--- src/rtl/bin2bcd_seg_display_pkg.sv ---
// Shared definitions for the binary-to-BCD seven-segment display driver:
// active-low segment codes, the converter FSM state type and a helper used
// for the elaboration-time range check.
package bin2bcd_seg_display_pkg;

  // Active-low segment patterns, bit order g..a (bit0 = a).
  localparam logic [6:0] SEG_0     = 7'b1000000;
  localparam logic [6:0] SEG_1     = 7'b1111001;
  localparam logic [6:0] SEG_2     = 7'b0100100;
  localparam logic [6:0] SEG_3     = 7'b0110000;
  localparam logic [6:0] SEG_4     = 7'b0011001;
  localparam logic [6:0] SEG_5     = 7'b0010010;
  localparam logic [6:0] SEG_6     = 7'b0000010;
  localparam logic [6:0] SEG_7     = 7'b1111000;
  localparam logic [6:0] SEG_8     = 7'b0000000;
  localparam logic [6:0] SEG_9     = 7'b0010000;
  localparam logic [6:0] SEG_BLANK = 7'b1111111;

  typedef enum logic [1:0] {
    IDLE,
    SHIFT,
    DONE
  } state_e;

  // 10**n as a 64-bit value, used to prove the digit count can hold 2**WIDTH-1.
  function automatic longint unsigned pow10(input int n);
    longint unsigned r;
    r = 64'd1;
    for (int i = 0; i < n; i++) begin
      r = r * 64'd10;
    end
    return r;
  endfunction

endpackage

--- src/rtl/bin2bcd_seg_display_seg7_digit_dec.sv ---
// One BCD digit to one active-low seven-segment display, with a blank input
// that forces the display dark. Non-decimal codes also show dark.
module seg7_digit_dec
  import bin2bcd_seg_display_pkg::*;
(
  input  logic [3:0] digit_i,
  input  logic       blank_i,
  output logic [6:0] seg_o
);

  // Segment lookup; blanking overrides the digit value.
  always_comb begin
    // NOTE: give every always_comb output a default first so no path leaves it
    // unassigned, which would otherwise infer a latch.
    seg_o = SEG_BLANK;
    if (!blank_i) begin
      case (digit_i)
        4'd0:    seg_o = SEG_0;
        4'd1:    seg_o = SEG_1;
        4'd2:    seg_o = SEG_2;
        4'd3:    seg_o = SEG_3;
        4'd4:    seg_o = SEG_4;
        4'd5:    seg_o = SEG_5;
        4'd6:    seg_o = SEG_6;
        4'd7:    seg_o = SEG_7;
        4'd8:    seg_o = SEG_8;
        4'd9:    seg_o = SEG_9;
        default: seg_o = SEG_BLANK;
      endcase
    end
  end

endmodule

--- src/rtl/bin2bcd_seg_display.sv ---
// Sequential double-dabble converter: WIDTH-bit unsigned binary to DIGITS BCD
// digits, one shift per clock, start/busy/done handshake, registered BCD and
// active-low seven-segment outputs with optional leading-zero blanking.
module bin2bcd_seg_display
  import bin2bcd_seg_display_pkg::*;
#(
  parameter int WIDTH    = 8,
  parameter int DIGITS   = 3,
  parameter bit BLANK_LZ = 1'b1
) (
  input  logic                  Clock,
  input  logic                  Resetn,
  input  logic                  Start,
  input  logic [WIDTH-1:0]      Bin,
  output logic                  Busy,
  output logic                  Done,
  output logic [4*DIGITS-1:0]   BCD,
  output logic [7*DIGITS-1:0]   HEX
);

  localparam int CW = $clog2(WIDTH + 1);

  if (WIDTH < 1 || WIDTH > 32) begin : g_width_check
    $error("bin2bcd_seg_display: WIDTH must be in 1..32");
  end

  if (pow10(DIGITS) <= ((longint'(1) << WIDTH) - 1)) begin : g_digits_check
    $error("bin2bcd_seg_display: DIGITS too small for 2**WIDTH-1");
  end

  state_e                state_q;
  logic [WIDTH-1:0]      shift_q;
  logic [4*DIGITS-1:0]   scratch_q;
  logic [CW-1:0]         cnt_q;
  logic                  busy_q;
  logic                  done_q;
  logic [4*DIGITS-1:0]   bcd_q;
  logic [7*DIGITS-1:0]   hex_q;

  logic [4*DIGITS-1:0]   corr;
  logic [4*DIGITS-1:0]   scratch_d;
  logic [WIDTH-1:0]      shift_d;
  logic [DIGITS-1:0]     blank;
  logic                  lz_run;
  logic [7*DIGITS-1:0]   hex_d;
  logic                  last_shift;

  // One double-dabble step: add 3 to every digit >= 5, then shift left by one.
  always_comb begin
    corr = scratch_q;
    for (int i = 0; i < DIGITS; i++) begin
      if (scratch_q[4*i +: 4] >= 4'd5) begin
        corr[4*i +: 4] = scratch_q[4*i +: 4] + 4'd3;
      end
    end
    {scratch_d, shift_d} = {corr, shift_q} << 1;
  end

  // Leading-zero detection from the top digit down; digit 0 is never blanked.
  always_comb begin
    blank  = '0;
    lz_run = 1'b1;
    for (int i = DIGITS - 1; i >= 1; i--) begin
      lz_run   = lz_run && (scratch_d[4*i +: 4] == 4'd0);
      blank[i] = BLANK_LZ && lz_run;
    end
  end

  // Segment decode of the post-shift scratch, latched into HEX on the last shift.
  for (genvar g = 0; g < DIGITS; g++) begin : g_dec
    seg7_digit_dec u_dec (
      .digit_i (scratch_d[4*g +: 4]),
      .blank_i (blank[g]),
      .seg_o   (hex_d[7*g +: 7])
    );
  end

  assign last_shift = (cnt_q == CW'(WIDTH - 1));

  // Converter FSM with registered handshake and display outputs.
  always_ff @(posedge Clock) begin
    // NOTE: sequential state uses non-blocking assignments so every register
    // samples the pre-edge values regardless of statement order.
    if (!Resetn) begin
      state_q   <= IDLE;
      shift_q   <= '0;
      scratch_q <= '0;
      cnt_q     <= '0;
      busy_q    <= 1'b0;
      done_q    <= 1'b0;
      bcd_q     <= '0;
      hex_q     <= '1;
    end else begin
      done_q <= 1'b0;
      case (state_q)
        IDLE, DONE: begin
          if (Start) begin
            shift_q   <= Bin;
            scratch_q <= '0;
            cnt_q     <= '0;
            busy_q    <= 1'b1;
            state_q   <= SHIFT;
          end else begin
            busy_q  <= 1'b0;
            state_q <= IDLE;
          end
        end
        SHIFT: begin
          scratch_q <= scratch_d;
          shift_q   <= shift_d;
          cnt_q     <= cnt_q + CW'(1);
          if (last_shift) begin
            busy_q  <= 1'b0;
            done_q  <= 1'b1;
            bcd_q   <= scratch_d;
            hex_q   <= hex_d;
            state_q <= DONE;
          end
        end
        default: begin
          busy_q  <= 1'b0;
          state_q <= IDLE;
        end
      endcase
    end
  end

  assign Busy = busy_q;
  assign Done = done_q;
  assign BCD  = bcd_q;
  assign HEX  = hex_q;

endmodule

--- config.mk ---
export PLATFORM = sky130hd
export DESIGN_NAME = bin2bcd_seg_display
export DESIGN_NICKNAME = d
export VERILOG_FILES = /design/src/rtl/bin2bcd_seg_display_pkg.sv /design/src/rtl/bin2bcd_seg_display_seg7_digit_dec.sv /design/src/rtl/bin2bcd_seg_display.sv
export SDC_FILE = /design/constraint.sdc
export NUM_CORES = 1
export LEC_CHECK = 0
export BUFFER_PORTS_ARGS = -buffer_cell sky130_fd_sc_hd__buf_2
export CAP_MARGIN = 20
export CORE_ASPECT_RATIO = 1.4
export CORE_UTILIZATION = 52
export CTS_CLUSTER_DIAMETER = 150
export CTS_CLUSTER_SIZE = 20
export DETAILED_ROUTE_END_ITERATION = 12
export PLACE_DENSITY = 0.83
export SLEW_MARGIN = 20
export SYNTH_ARGS = -nofsm -noshare
export SYNTH_HDL_FRONTEND = slang
export SYNTH_HIERARCHICAL = 1
export SYNTH_SLANG_ARGS = --single-unit
export TNS_END_PERCENT = 1
--- constraint.sdc ---
create_clock -name Clock -period 2 [get_ports Clock]
set_input_delay 0.1 -clock Clock [delete_from_list [all_inputs] [get_ports Clock]]
set_output_delay 0.1 -clock Clock [all_outputs]
set_load 0.005 [all_outputs]
======== Yosys cells after proc, flatten, opt, wreduce, memory -nomap -nowiden ========
Memories as Yosys holds them, arrays and structs flattened. A register that Yosys moved wholly into a read port is not among the register bits.
Cells that the tools add are included.
word-level totals
  bits in registers ....................... 61
  memory bits (read-only) ................. 336
  output and inout port bits .............. 35
  word-level logic and storage cells ...... 51
  memories kept ........................... 3
memory list
  name             depth  bits a word  rd ports  clocked after memory_dff  wr ports  RTL line                                  text
  (no name shown)  16     7            1         1                         0         bin2bcd_seg_display_seg7_digit_dec.sv:17  case (digit_i)
  (no name shown)  16     7            1         0                         0         bin2bcd_seg_display_seg7_digit_dec.sv:17
  (no name shown)  16     7            1         0                         0         bin2bcd_seg_display_seg7_digit_dec.sv:17
cells by class
  $add $sub $neg .......................... 4
  order comparisons ....................... 3
  equality and inequality tests ........... 5
  muxes and demuxes ....................... 18
  reduce and logical (&&, ||, !) cells .... 10
operators by type and width
  operator               number
  $pmux W12 S2           1
  $pmux W8 S2            1
  $mux W7                2
  $ge A4 B3 Y1 const B   3
  $mux W12               1
  $mux W4                3
  $add A4 B2 Y4 const B  2
  $logic_not A4 Y1       2
  $mux W8                1
  $pmux W4 S2            1
  $reduce_and A2 Y1      3
  $add A4 B1 Y4 const B  1
  $eq A4 B3 Y1 const B   1
  $mux W1                4
  $ne A2 B2 Y1 const B   2
  $pmux W2 S2            1
  $add A3 B2 Y3 const B  1
  $mux W3                1
  $eq A2 B1 Y1 const B   1
  $eq A2 B2 Y1 const B   1
  $logic_not A2 Y1       1
  $mux W2                1
  $pmux W1 S2            1
  $reduce_bool A2 Y1     1
  other kinds (3)        3

======== Longest topological paths before layout ========
Gate-level depths: netlist of run 1.
  depth after elaboration ................. 5
  depth in mapped cells ................... 13
  depth with buffers taken out ............ 13

======== By module ========
Netlist of run 1, hierarchy kept.
modules (own cells, without submodules)
  module                                instances  cells an instance  area each (µm²)  seq. area each (µm²)
  bin2bcd_seg_display                   1          308                2,541.2          1,221.2
  seg7_digit_dec at g_dec[1].u_dec ...  2          33                 236.5            0.0
  seg7_digit_dec at g_dec[0].u_dec      1          35                 252.7            0.0

======== Worst setup path after synthesis of run 1 ========
Ideal clock, no wire load.
  kind .................................... reg2reg
  start ................................... register scratch_q[4]
  end ..................................... register hex_q[16] (netlist: HEX[16])
  library setup time ...................... 0.137 ns
  data arrival time ....................... 2.025 ns
  slack ................................... -0.161 ns
  stages on the path, launching flop included .. 14
  cell sequence ........................... dfxtp_1 -> inv_1 -> ha_1 -> nand2b_1 -> or3b_4 -> and2_4 -> inv_2 -> inv_1 -> ha_1 -> nor2b_1 -> o22ai_1 -> nand2b_1 -> nand2_1 -> nand3_1
between the ends
  longest elaborated chain between the ends .. 4
  elaborated cells between the ends (all ways) .. 6
ends and longest elaborated chain
  element                                             RTL line                                              text
  from (decl)                                         bin2bcd_seg_display.sv:33                             logic [4*DIGITS-1:0] scratch_q;
  from (signal assigned)                              bin2bcd_seg_display.sv:109                            scratch_q <= scratch_d;
  $add A4 B2 Y4 or $ge A4 B3 Y1 (tied branches)       bin2bcd_seg_display.sv:53, bin2bcd_seg_display.sv:52
  $mux W4 (*)                                         bin2bcd_seg_display.sv:52                             if (scratch_q[4*i +: 4] >= 4'd5) begin
  named net corr[7]                                   bin2bcd_seg_display.sv:40                             logic [4*DIGITS-1:0] corr;
  $mem_v2 Z16 W7 or $logic_not A4 Y1 (tied branches)  --
  $mux W7 (*)                                         bin2bcd_seg_display_seg7_digit_dec.sv:16              if (!blank_i) begin
  named net hex_d[16]                                 bin2bcd_seg_display.sv:45                             logic [7*DIGITS-1:0] hex_d;
  to (signal assigned)                                bin2bcd_seg_display.sv:92                             hex_q <= '1;
  to (signal assigned)                                bin2bcd_seg_display.sv:116                            hex_q <= hex_d;
  to (decl)                                           bin2bcd_seg_display.sv:38                             logic [7*DIGITS-1:0] hex_q;
Mark *: on every way through the listed nets, which the timed path passes. The rest lies on a longest branch.
A chain may end at the register's enable or synchronous reset.

======== Worst setup path in the final report of run 1 ========
  start ................................... register scratch_q[8]
  end ..................................... register hex_q[14] (netlist: HEX[14])
between the ends
  longest elaborated chain between the ends .. 4
  elaborated cells between the ends (all ways) .. 6
ends and longest elaborated chain
  element                                             RTL line
  $ge A4 B3 Y1 or $add A3 B2 Y3 (tied branches)       bin2bcd_seg_display.sv:52, bin2bcd_seg_display.sv:53
  $mux W3 (*)                                         bin2bcd_seg_display.sv:52
  named net corr[10]                                  bin2bcd_seg_display.sv:40
  $mem_v2 Z16 W7 or $logic_not A4 Y1 (tied branches)  --
  $mux W7 (*)                                         bin2bcd_seg_display_seg7_digit_dec.sv:16
  named net hex_d[14]                                 bin2bcd_seg_display.sv:45
Marks and branches as above.

==> results of run 1 <==
report_power, final:
| part | internal [mW] | switching (mW) | total [mW] |
|---|---|---|---|
| combinational | 0.0630 | 0.104 | 0.167 |
| clock | 0.510 | 0.465 | 0.976 |
| sequential | 1.23 | 0.0131 | 1.24 |
cell type report:
| type | instances | area (µm²) |
|---|---|---|
| repair inverters | 1 | 7.51 |
| well taps | 70 | 87.6 |
| fillers | 431 | 1600 |
| clock inverters | 4 | 22.5 |
| inverters | 27 | 120 |
| repair buffers | 90 | 583 |
| multi-input cells | 303 | 2130 |
| flip-flops and latches | 61 | 1230 |
| clock buffers | 12 | 155 |
per-stage QoR:
step	setup WS [ns]	std cells	TNS, ns	hold WS [ns]	area, µm²
after global placement	-0.0878	547	-0.542	0.352	3800
after global routing	-0.268	568	-3.33	0.00588	4340
after floorplan	-0.0347	414	-0.119	0.261	3290
final	-0.169	568	-1.24	0.0231	4340
after CTS	-0.0138	566	-0.0889	0.00860	4140
after detailed placement	-0.200	547	-2.37	0.359	3800
worst max-delay path by stage:
stage | start | to | slack [ns] | depth (start not counted)
after floorplan | scratch_q[1]$_SDFFE_PN0P_ | HEX[0]$_SDFFE_PN1P_ | -0.03 | 11
after global placement | scratch_q[1]$_SDFFE_PN0P_ | HEX[0]$_SDFFE_PN1P_ | -0.09 | 10
after detailed placement | scratch_q[1]$_SDFFE_PN0P_ | HEX[0]$_SDFFE_PN1P_ | -0.20 | 10
after CTS | scratch_q[1]$_SDFFE_PN0P_ | HEX[0]$_SDFFE_PN1P_ | -0.01 | 12
after global routing | scratch_q[8]$_SDFFE_PN0P_ | HEX[14]$_SDFFE_PN1P_ | -0.27 | 11
final | scratch_q[8]$_SDFFE_PN0P_ | HEX[14]$_SDFFE_PN1P_ | -0.17 | 11
flip-flops by register name, indices dropped and copies added, names as in the netlist:
signal / count
cnt_q: 4
shift_q: 8
BCD: 12
scratch_q: 12
Done: 1
HEX: 21
Busy: 1
state_q: 2
routing by layer:
metal / up-vias / global-route usage (%)
li1: 1545 / -
met1: 1476 / 28.1
met2: 130 / 48.2
met3: 48 / 4.27
met4: 0 / 15.8
met5: - / 0
synth_stat cells (all sizes together) (2+ instances only):
master	number	area [µm²]
xor2	2	17.5
nand2	65	246
mux2i	3	30.0
nor2	25	101
ha	22	275
a21oi	35	190
inv	27	101
or2b	2	15.0
and2	4	27.5
nor3	9	55.1
o21a	4	30.0
buf	14	95.1
nand3b	2	15.0
nand2b	14	103
a22oi	12	90.1
mux2	2	22.5
o21ai	27	139
o21bai	4	30.0
nor3b	5	52.6
xnor2	3	26.3
clkbuf	9	33.8
and3	2	12.5
a211oi	2	20.0
nor2b	5	38.8
o22ai	8	50.1
nand3	33	165
dfxtp	61	1220
or2	2	12.5
critical path, cell delays in order (launching register included):
cell     delay [ns]
dfxtp_1        0.42
inv_2          0.08
ha_4           0.18
nor3b_1        0.26
a21oi_1        0.10
buf_4          0.17
inv_1          0.12
or2b_1         0.29
o21ai_1        0.15
a21oi_1        0.12
nand2_1        0.08
nand3_1        0.07
what timing repair did:
item	CTS	global route
setup buffers	2	2
setup endpoints to repair	21	21
hold buffers	0	0
resized for setup	36	46
pin swaps	12	14
cloned	1	0
cells by family after synthesis:
family	after synthesis	share of synthesized area [%]
DFF	61	37.4
xor gates and xnor gates	5	1.34
adders and majority gates	22	8.43
muxes	5	1.61
and+or+nand+nor	171	26.7
buffers and inverters	50	7.05
AOI/OAI and AO/OA	94	17.4
other	1	0.115
==> metrics, run 1 <==
status finished with violations; violated checks setup timing; drt wl/cell roughly 16 µm; CTS Buf Count 9; Vias 3199; Synth Area per Inst 7.99 µm²; CTS sink cnt 61; layout cells sized above 1 between 30% and 40%; GRT Util Overall between 20% and 30%; Port-buffer cells 45; Row Count 33; async set-reset flop share out of synthesis 0%; Starting DRT DRC Count 260; warnings from Yosys 6; # Max-Cap Violations 0; drc violations 0; final setup fails 14; Met1 Wirelength about 3400 µm; r2r setup slk -0.17 ns; pin count of the biggest net entering global routing 32; r2r endpoint HEX[14]$_SDFFE_PN1P_; DIE HEIGHT around 96 µm; Setup Skew approximately 0.007 ns; top sig layer met4; DRT Pass-1 Iters 8; Worst Path Required between 2 and 2.5 ns; R2R depth 11; fmax about 0.46 GHz; initial core utilization 54.9%; final antenna-violating net count 0; area grow syn2layout 32.9%; final hold vios 0; Synth cell types a little under 50; vias in the first global route 3083; chip width 69.0 µm; RSZ-0062 raised after global routing yes; met3 routed WL about 450 µm; Worst Hold Class input pin to register; wire length on met2 roughly 4600 µm; Die ar. 6610 µm²; min-delay src Bin[0]; flops & latches, synth a little over 60; gpl congestion about 0.87; initial antenna violation count 0; Static Leak 1.82 nW; TritonCTS clock tree yes; first-pass GRT wire length between 10000 and 15000 µm; Post-synth EDFFs 0; NumNets Final 526; Worst VDD drop ~560 µV; Clock transition at path regs about 0.070 ns; routed wire length between 8000 and 9000 µm; crit path time final between 2 and 2.5 ns; Hold EP shift_q[0]$_SDFFE_PN0P_; crit path capture type register; fin crit share 108%; Worst Path Max Fanout 4; Core Box Area approximately 5900 µm²; worst skew pair latency ~0.34 ns; Post-synth top flop dfxtp_1; vias per inst 5.63; crit path kind register to register; Mapped Area between 3000 and 4000 µm²; startpoint types register; Tot Pwr ~2.4 mW; H-tree depth 3; pwr/cell area ~550 nW/µm²; gr ovfl total 0; deepest clock path buffer count 2; most frequent cells in the layout 64 x nand2_1, 56 x dfxtp_1, 45 x buf_2, 42 x buf_4, 33 x nand3_1; I/O pin cnt between 40 and 50; post-DP HPWL roughly 5500 µm; worst setup margin -0.169 ns; Slew Viols, Final 0; Hold Crit Depth 3; Util after Layout roughly 73%; antenna cells 0; post-synthesis sequential area ratio between 30% and 40%; RR Startpoint scratch_q[8]$_SDFFE_PN0P_; CTS root buffer clkbuf_8; crit path DAT 2.39 ns; commonest non-fill, non-tap cell in the layout nand2_1; Mapped Cells 409
No activity file was read; power rests on OpenSTA's default activity.
==> inputs of run 2 (changes only) <==
--- a/config.mk
+++ b/config.mk
@@ -7,12 +7,14 @@
 export LEC_CHECK = 0
 export BUFFER_PORTS_ARGS = -buffer_cell sky130_fd_sc_hd__buf_2
 export CAP_MARGIN = 20
+export CELL_PAD_IN_SITES_DETAIL_PLACEMENT = 1
+export CELL_PAD_IN_SITES_GLOBAL_PLACEMENT = 1
 export CORE_ASPECT_RATIO = 1.4
-export CORE_UTILIZATION = 52
+export CORE_UTILIZATION = 38
 export CTS_CLUSTER_DIAMETER = 150
 export CTS_CLUSTER_SIZE = 20
 export DETAILED_ROUTE_END_ITERATION = 12
-export PLACE_DENSITY = 0.83
+export PLACE_DENSITY = 0.82
 export SLEW_MARGIN = 20
 export SYNTH_ARGS = -nofsm -noshare
 export SYNTH_HDL_FRONTEND = slang
==> metrics, run 2 (synthesis gave the netlist of run 1 again) <==
GRT Util Overall 27.1% (was 26.7%); Starting DRT DRC Count 111 (was 260); Worst Hold Class input pin to register (unchanged); status finished with violations (unchanged); Static Leak 1.94 nW (was 1.82 nW); Worst Path Required 2.26 ns (was 2.22 ns); drc violations 0 (unchanged); Worst Path Max Fanout 6 (was 4); Hold Crit Depth 3 (unchanged); Worst VDD drop 575 µV (was 558 µV); CTS root buffer clkbuf_16 (was clkbuf_8); NumNets Final 531 (was 526); Core Box Area 8250 µm² (was 5950 µm²); crit path time final 2.20 ns (was 2.17 ns); first-pass GRT wire length 18200 µm (was 13200 µm); Row Count 39 (was 33); min-delay src Bin[0] (unchanged); RR Startpoint scratch_q[9]$_SDFFE_PN0P_ (was scratch_q[8]$_SDFFE_PN0P_); Tot Pwr 3.06 mW (was 2.39 mW); RSZ-0062 raised after global routing yes (unchanged); R2R depth 10 (was 11); area grow syn2layout 42.7% (was 32.9%); crit path kind register to register (unchanged); antenna cells 0 (unchanged); fin crit share 110% (was 108%); crit path capture type register (unchanged); post-DP HPWL 6670 µm (was 5540 µm); crit path DAT 2.46 ns (was 2.39 ns); vias in the first global route 3554 (was 3083); CTS sink cnt 61 (unchanged); Finished Layout Cells 605 (was 568); vias per inst 5.49 (was 5.63); final antenna-violating net count 0 (unchanged); deepest clock path buffer count 2 (unchanged); final setup fails 21 (was 14); CTS Buf Count 9 (unchanged); initial core utilization 39.6% (was 54.9%); Port-buffer cells 45 (unchanged); r2r setup slk -0.20 ns (was -0.17 ns); # Max-Cap Violations 0 (unchanged); gpl congestion 0.838 (was 0.868); max reg flops 21 (unchanged); startpoint types register (unchanged); Slew Viols, Final 0 (unchanged); r2r endpoint HEX[13]$_SDFFE_PN1P_ (was HEX[14]$_SDFFE_PN1P_); commonest non-fill, non-tap cell in the layout nand2_1 (unchanged); chip width 80.4 µm (was 69.0 µm); layout cells sized above 1 41.4% (was 37.3%); DIE HEIGHT 112 µm (was 95.8 µm); Worst-Margin Slew about 0.8 ns; most frequent cells in the layout 64 x nand2_1, 55 x dfxtp_1, 45 x buf_4, 45 x buf_2, 31 x nand3_1 (was 64 x nand2_1, 56 x dfxtp_1, 45 x buf_2, 42 x buf_4, 33 x nand3_1); fmax 0.454 GHz (was 0.461 GHz); drt wl/cell 20.0 µm (was 15.7 µm); TritonCTS clock tree yes (unchanged); Die ar. 8980 µm² (was 6610 µm²); pwr/cell area 655 nW/µm² (was 550 nW/µm²); Setup crit start scratch_q[9]$_SDFFE_PN0P_ (was scratch_q[8]$_SDFFE_PN0P_); Hold EP shift_q[0]$_SDFFE_PN0P_ (unchanged); I/O pin cnt 46 (unchanged); pin count of the biggest net entering global routing 39 (was 32); Setup Skew 0.0102 ns (was 0.00686 ns); Util after Layout 56.5% (was 73.0%); Slew HR between 40% and 50%; Vias 3321 (was 3199); worst setup margin -0.201 ns (was -0.169 ns); worst skew pair latency 0.34 ns (about the same); gr ovfl total 0 (unchanged); final hold vios 0 (unchanged); H-tree depth 3 (unchanged); Clock transition at path regs 0.06 ns (was 0.07 ns); routed wire length 12100 µm (was 8920 µm); placed insts 577 (was 547); initial antenna violation count 0 (unchanged); violated checks setup timing (unchanged); DRT Pass-1 Iters 4 (was 8)
==> run 2: cell types whose count changed in the layout (fill, tap and decap cells not counted), sizes merged <==
cell / before / now
inv: 26 / 27
clkinvlp: 3 / 1
clkinv: 3 / 1
bufinv: 0 / 1
buf: 90 / 96
clkbuf: 12 / 13
==> run 2: power breakdown <==
group / switching (mW) / internal, mW / total [mW]
Combinational: 0.113 / 0.0655 / 0.179
Clock: 0.569 / 1.06 / 1.63
Sequential: 0.0142 / 1.23 / 1.24
Total: 0.697 / 2.36 / 3.06
==> run 2: critical path, stage by stage, from the launching register on <==
cell,delay (ns)
dfxtp_2,0.35
inv_4,0.06
ha_4,0.15
nand2b_4,0.15
a21oi_4,0.26
mux2i_4,0.33
o2111a_2,0.35
nor2_2,0.10
a21oi_1,0.21
nand2_1,0.07
nand3_1,0.10
==> run 2: cell type report <==
cell class                 count  area, µm²
inverter                      27        129
multi-input combinational    303       2210
tap                          102        128
clock inverter                 3       42.5
clock buffer                  13        270
timing repair buffer          96        648
sequential                    61       1240
fill                         983       3580
==> run 2: worst max path at each step <==
stage,endpoint,slack [ns],cells past startpoint
after global placement,HEX[14]$_SDFFE_PN1P_,-0.13,10
after floorplan,HEX[0]$_SDFFE_PN1P_,-0.03,11
final,HEX[13]$_SDFFE_PN1P_,-0.20,10
after global routing,HEX[11]$_SDFFE_PN1P_,-0.26,11
after CTS,HEX[17]$_SDFFE_PN1P_,-0.06,12
after detailed placement,HEX[9]$_SDFFE_PN1P_,-0.27,12
==> run 2: repair_timing <==
| item | CTS | global route |
|---|---|---|
| hold endpoints to repair | 0 | 0 |
| resized for setup | 68 | 44 |
| hold buffers | 0 | 0 |
| endpoints found under the setup margin | 21 | 21 |
| pin swaps | 20 | 15 |
| buffers inserted | 9 | 3 |
==> run 2: routing by layer <==
layer  up-vias  global-route usage (%)  share of wire [%]
met1      1649                    27.9                 39
met4         0                    15.5                3.0
met2        86                    49.1                 55
met3        28                    5.57                3.0
li1       1558                       -                  -
met5         -                       0                  0
==> run 2: metrics by stage <==
stage / setup TNS, ns / worst slack, ns / instance area, µm² / hold WS [ns]
floorplan: -0.119 / -0.0347 / 3290 / 0.261
global placement: -1.55 / -0.132 / 3830 / 0.349
detailed placement: -4.00 / -0.272 / 3830 / 0.366
CTS: -0.213 / -0.0570 / 4490 / 0.0239
global route: -3.65 / -0.264 / 4660 / 0.0754
finish: -1.83 / -0.201 / 4660 / 0.0238
==> inputs of run 3 (changes only) <==
--- a/config.mk
+++ b/config.mk
@@ -10,11 +10,12 @@
 export CELL_PAD_IN_SITES_DETAIL_PLACEMENT = 1
 export CELL_PAD_IN_SITES_GLOBAL_PLACEMENT = 1
 export CORE_ASPECT_RATIO = 1.4
-export CORE_UTILIZATION = 38
+export CORE_UTILIZATION = 40
+export CTS_BUF_LIST = sky130_fd_sc_hd__clkbuf_8
 export CTS_CLUSTER_DIAMETER = 150
 export CTS_CLUSTER_SIZE = 20
 export DETAILED_ROUTE_END_ITERATION = 12
-export PLACE_DENSITY = 0.82
+export PLACE_DENSITY = 0.86
 export SLEW_MARGIN = 20
 export SYNTH_ARGS = -nofsm -noshare
 export SYNTH_HDL_FRONTEND = slang
==> metrics, run 3 (synthesis gave the netlist of run 1 again) <==
status finished with violations (unchanged); violated checks setup timing (unchanged); deepest clock path buffer count 2 (unchanged); Tot Pwr 2.53 mW (was 3.06 mW); fill count 944 (was 983); Starting DRT DRC Count 158 (was 111); final hold vios 0 (unchanged); commonest non-fill, non-tap cell in the layout nand2_1 (unchanged); DRT Pass-1 Iters 4 (unchanged); pin count of the biggest net entering global routing 32 (was 39); Vias 3449 (was 3321); Core Box Area 7850 µm² (was 8250 µm²); CTS root buffer clkbuf_8 (was clkbuf_16); fmax 0.462 GHz (was 0.454 GHz); Setup Skew 0.0153 ns (was 0.0102 ns); Worst Path Max Fanout 6 (unchanged); NumNets Final 540 (was 531); startpoint types register (unchanged); Worst Path Required 2.30 ns (was 2.26 ns); switching share of power 25.8% (was 22.8%); crit path kind register to register (unchanged); Worst VDD drop 394 µV (was 575 µV); Die ar. 8540 µm² (was 8980 µm²); layout cells sized above 1 42.2% (was 41.4%); TritonCTS clock tree yes (unchanged); Crit path max-delay family compound AO/OA/AOI/OAI gates (unchanged); Logic pwr share 7.3% (was 5.9%); min-delay src Bin[4] (was Bin[0]); Sequential Power Share 49.2% (was 40.7%); Port-buffer cells 45 (unchanged); initial antenna violation count 0 (unchanged); antenna cells 0 (unchanged); crit path DAT 2.47 ns (was 2.46 ns); clock share of power 43.5% (was 53.4%); CTS sink cnt 61 (unchanged); max reg flops 21 (unchanged); final setup fails 19 (was 21); Bufs and invs on worst path 2 (was 1); worst hold slack 0.0218 ns (was 0.0238 ns); routed wire length 12600 µm (was 12100 µm); post-DP HPWL 7110 µm (was 6670 µm); gr ovfl total 0 (unchanged); RSZ-0062 raised after global routing yes (unchanged); area grow syn2layout 40.3% (was 42.7%); gpl congestion 0.919 (was 0.838); DIE HEIGHT 109 µm (was 112 µm); Clock transition at path regs 0.07 ns (was 0.06 ns); drc violations 0 (unchanged); Psw 0.653 mW (was 0.697 mW); drt wl/cell 20.6 µm (was 20.0 µm); slowest CP cell o2111a_2 (was dfxtp_2); worst setup margin -0.166 ns (was -0.201 ns); critical path's largest stage delay 0.41 ns (was 0.35 ns); Worst-Margin Slew 0.553 ns (was 0.801 ns); Slew Viols, Final 0 (unchanged); vias in the first global route 3608 (was 3554); most frequent cells in the layout 64 x nand2_1, 55 x dfxtp_1, 53 x buf_4, 45 x buf_2, 33 x nand3_1 (was 64 x nand2_1, 55 x dfxtp_1, 45 x buf_4, 45 x buf_2, 31 x nand3_1); Setup crit start scratch_q[9]$_SDFFE_PN0P_ (unchanged); Static Leak 1.95 nW (was 1.94 nW); I/O pin cnt 46 (unchanged); GRT Util Overall 27.8% (was 27.1%); first-pass GRT wire length 17800 µm (was 18200 µm); Slew HR 63.1% (was 46.5%); pwr/cell area 552 nW/µm² (was 655 nW/µm²); Worst Hold Class input pin to register (unchanged); CTS Buf Count 9 (unchanged); final antenna-violating net count 0 (unchanged); CP cell instances inv_4, ha_4, nand2b_4, a21oi_4, mux2i_2, o2111a_2, buf_6, o21bai_1, nand2_1, nand3_1 (was inv_4, ha_4, nand2b_4, a21oi_4, mux2i_4, o2111a_2, nor2_2, a21oi_1, nand2_1, nand3_1); crit path time final 2.17 ns (was 2.20 ns); vias per inst 5.64 (was 5.49); Row Count 38 (was 39); # Max-Cap Violations 0 (unchanged); chip width 78.4 µm (was 80.4 µm); crit path capture type register (unchanged); initial core utilization 41.6% (was 39.6%); fin crit share 108% (was 110%); H-tree depth 3 (unchanged); total internal power 1.88 mW (was 2.36 mW); worst skew pair latency 0.37 ns (was 0.34 ns); RR Startpoint scratch_q[9]$_SDFFE_PN0P_ (unchanged)
## run 3: power by group through the flow
stage	sequential [mW]	combinational, mW	clock [mW]
6_report	1.24	0.184	1.10
3_3_place_gp	1.27	0.151	0
5_1_grt	1.25	0.200	1.17
3_5_place_dp	1.27	0.157	0
4_1_cts	1.24	0.171	1.11
2_1_floorplan	1.27	0.104	0
## run 3: final timing paths
path / to / slack (ns) / cells past startpoint
worst min register to register: BCD[4]$_SDFFE_PN0P_ / 0.47 / 2
worst max register to register: HEX[8]$_SDFFE_PN1P_ / -0.17 / 10
worst max-delay path: HEX[8]$_SDFFE_PN1P_ / -0.17 / 10
worst min-delay path: shift_q[4]$_SDFFE_PN0P_ / 0.02 / 3
## run 3: repair_timing
item | CTS | global route
pin swaps | 16 | 22
gates resized for setup | 59 | 49
endpoints found under the setup margin | 21 | 21
setup buffers | 9 | 5
hold buffers | 1 | 0
hold endpoints to repair | 1 | 0
cloned | 0 | 0
## run 3: metal layers
| metal | share of wire (%) | vias up | global-route usage [%] |
|---|---|---|---|
| met5 | 0 | - | 0 |
| met1 | 37 | 1692 | 26.1 |
| met3 | 4.5 | 56 | 6.86 |
| met4 | 5.4 | 0 | 16.4 |
| li1 | - | 1570 | - |
| met2 | 53 | 131 | 53.6 |
## run 3: through the flow
stage / TNS (ns) / instances / worst slack, ns / instance area [µm²] / utilization [%]
floorplan: -0.119 / 414 / -0.0347 / 3290 / -
global placement: -1.15 / 581 / -0.108 / 3860 / 49.3
detailed placement: -3.56 / 581 / -0.275 / 3860 / 49.3
CTS: -0.419 / 607 / -0.0849 / 4360 / 55.6
global route: -3.39 / 612 / -0.240 / 4580 / 58.4
finish: -1.67 / 612 / -0.166 / 4580 / 58.4
## run 3: cell type report
class / count / area, µm² / share of cell area [%]
Clock buffer: 13 / 179 / 3.90
Sequential cell: 61 / 1230 / 26.9
Timing Repair Buffer: 105 / 709 / 15.5
Tap cell: 100 / 125 / 2.73
Inverter: 27 / 124 / 2.70
Multi-Input combinational cell: 303 / 2200 / 47.9
Clock inverter: 3 / 17.5 / 0.382
## run 3: worst min-delay path, delay by kind of cell
kind | cells | cell delay (ns)
compound gates | 2 | 0.17
buf+inv | 1 | 0.07
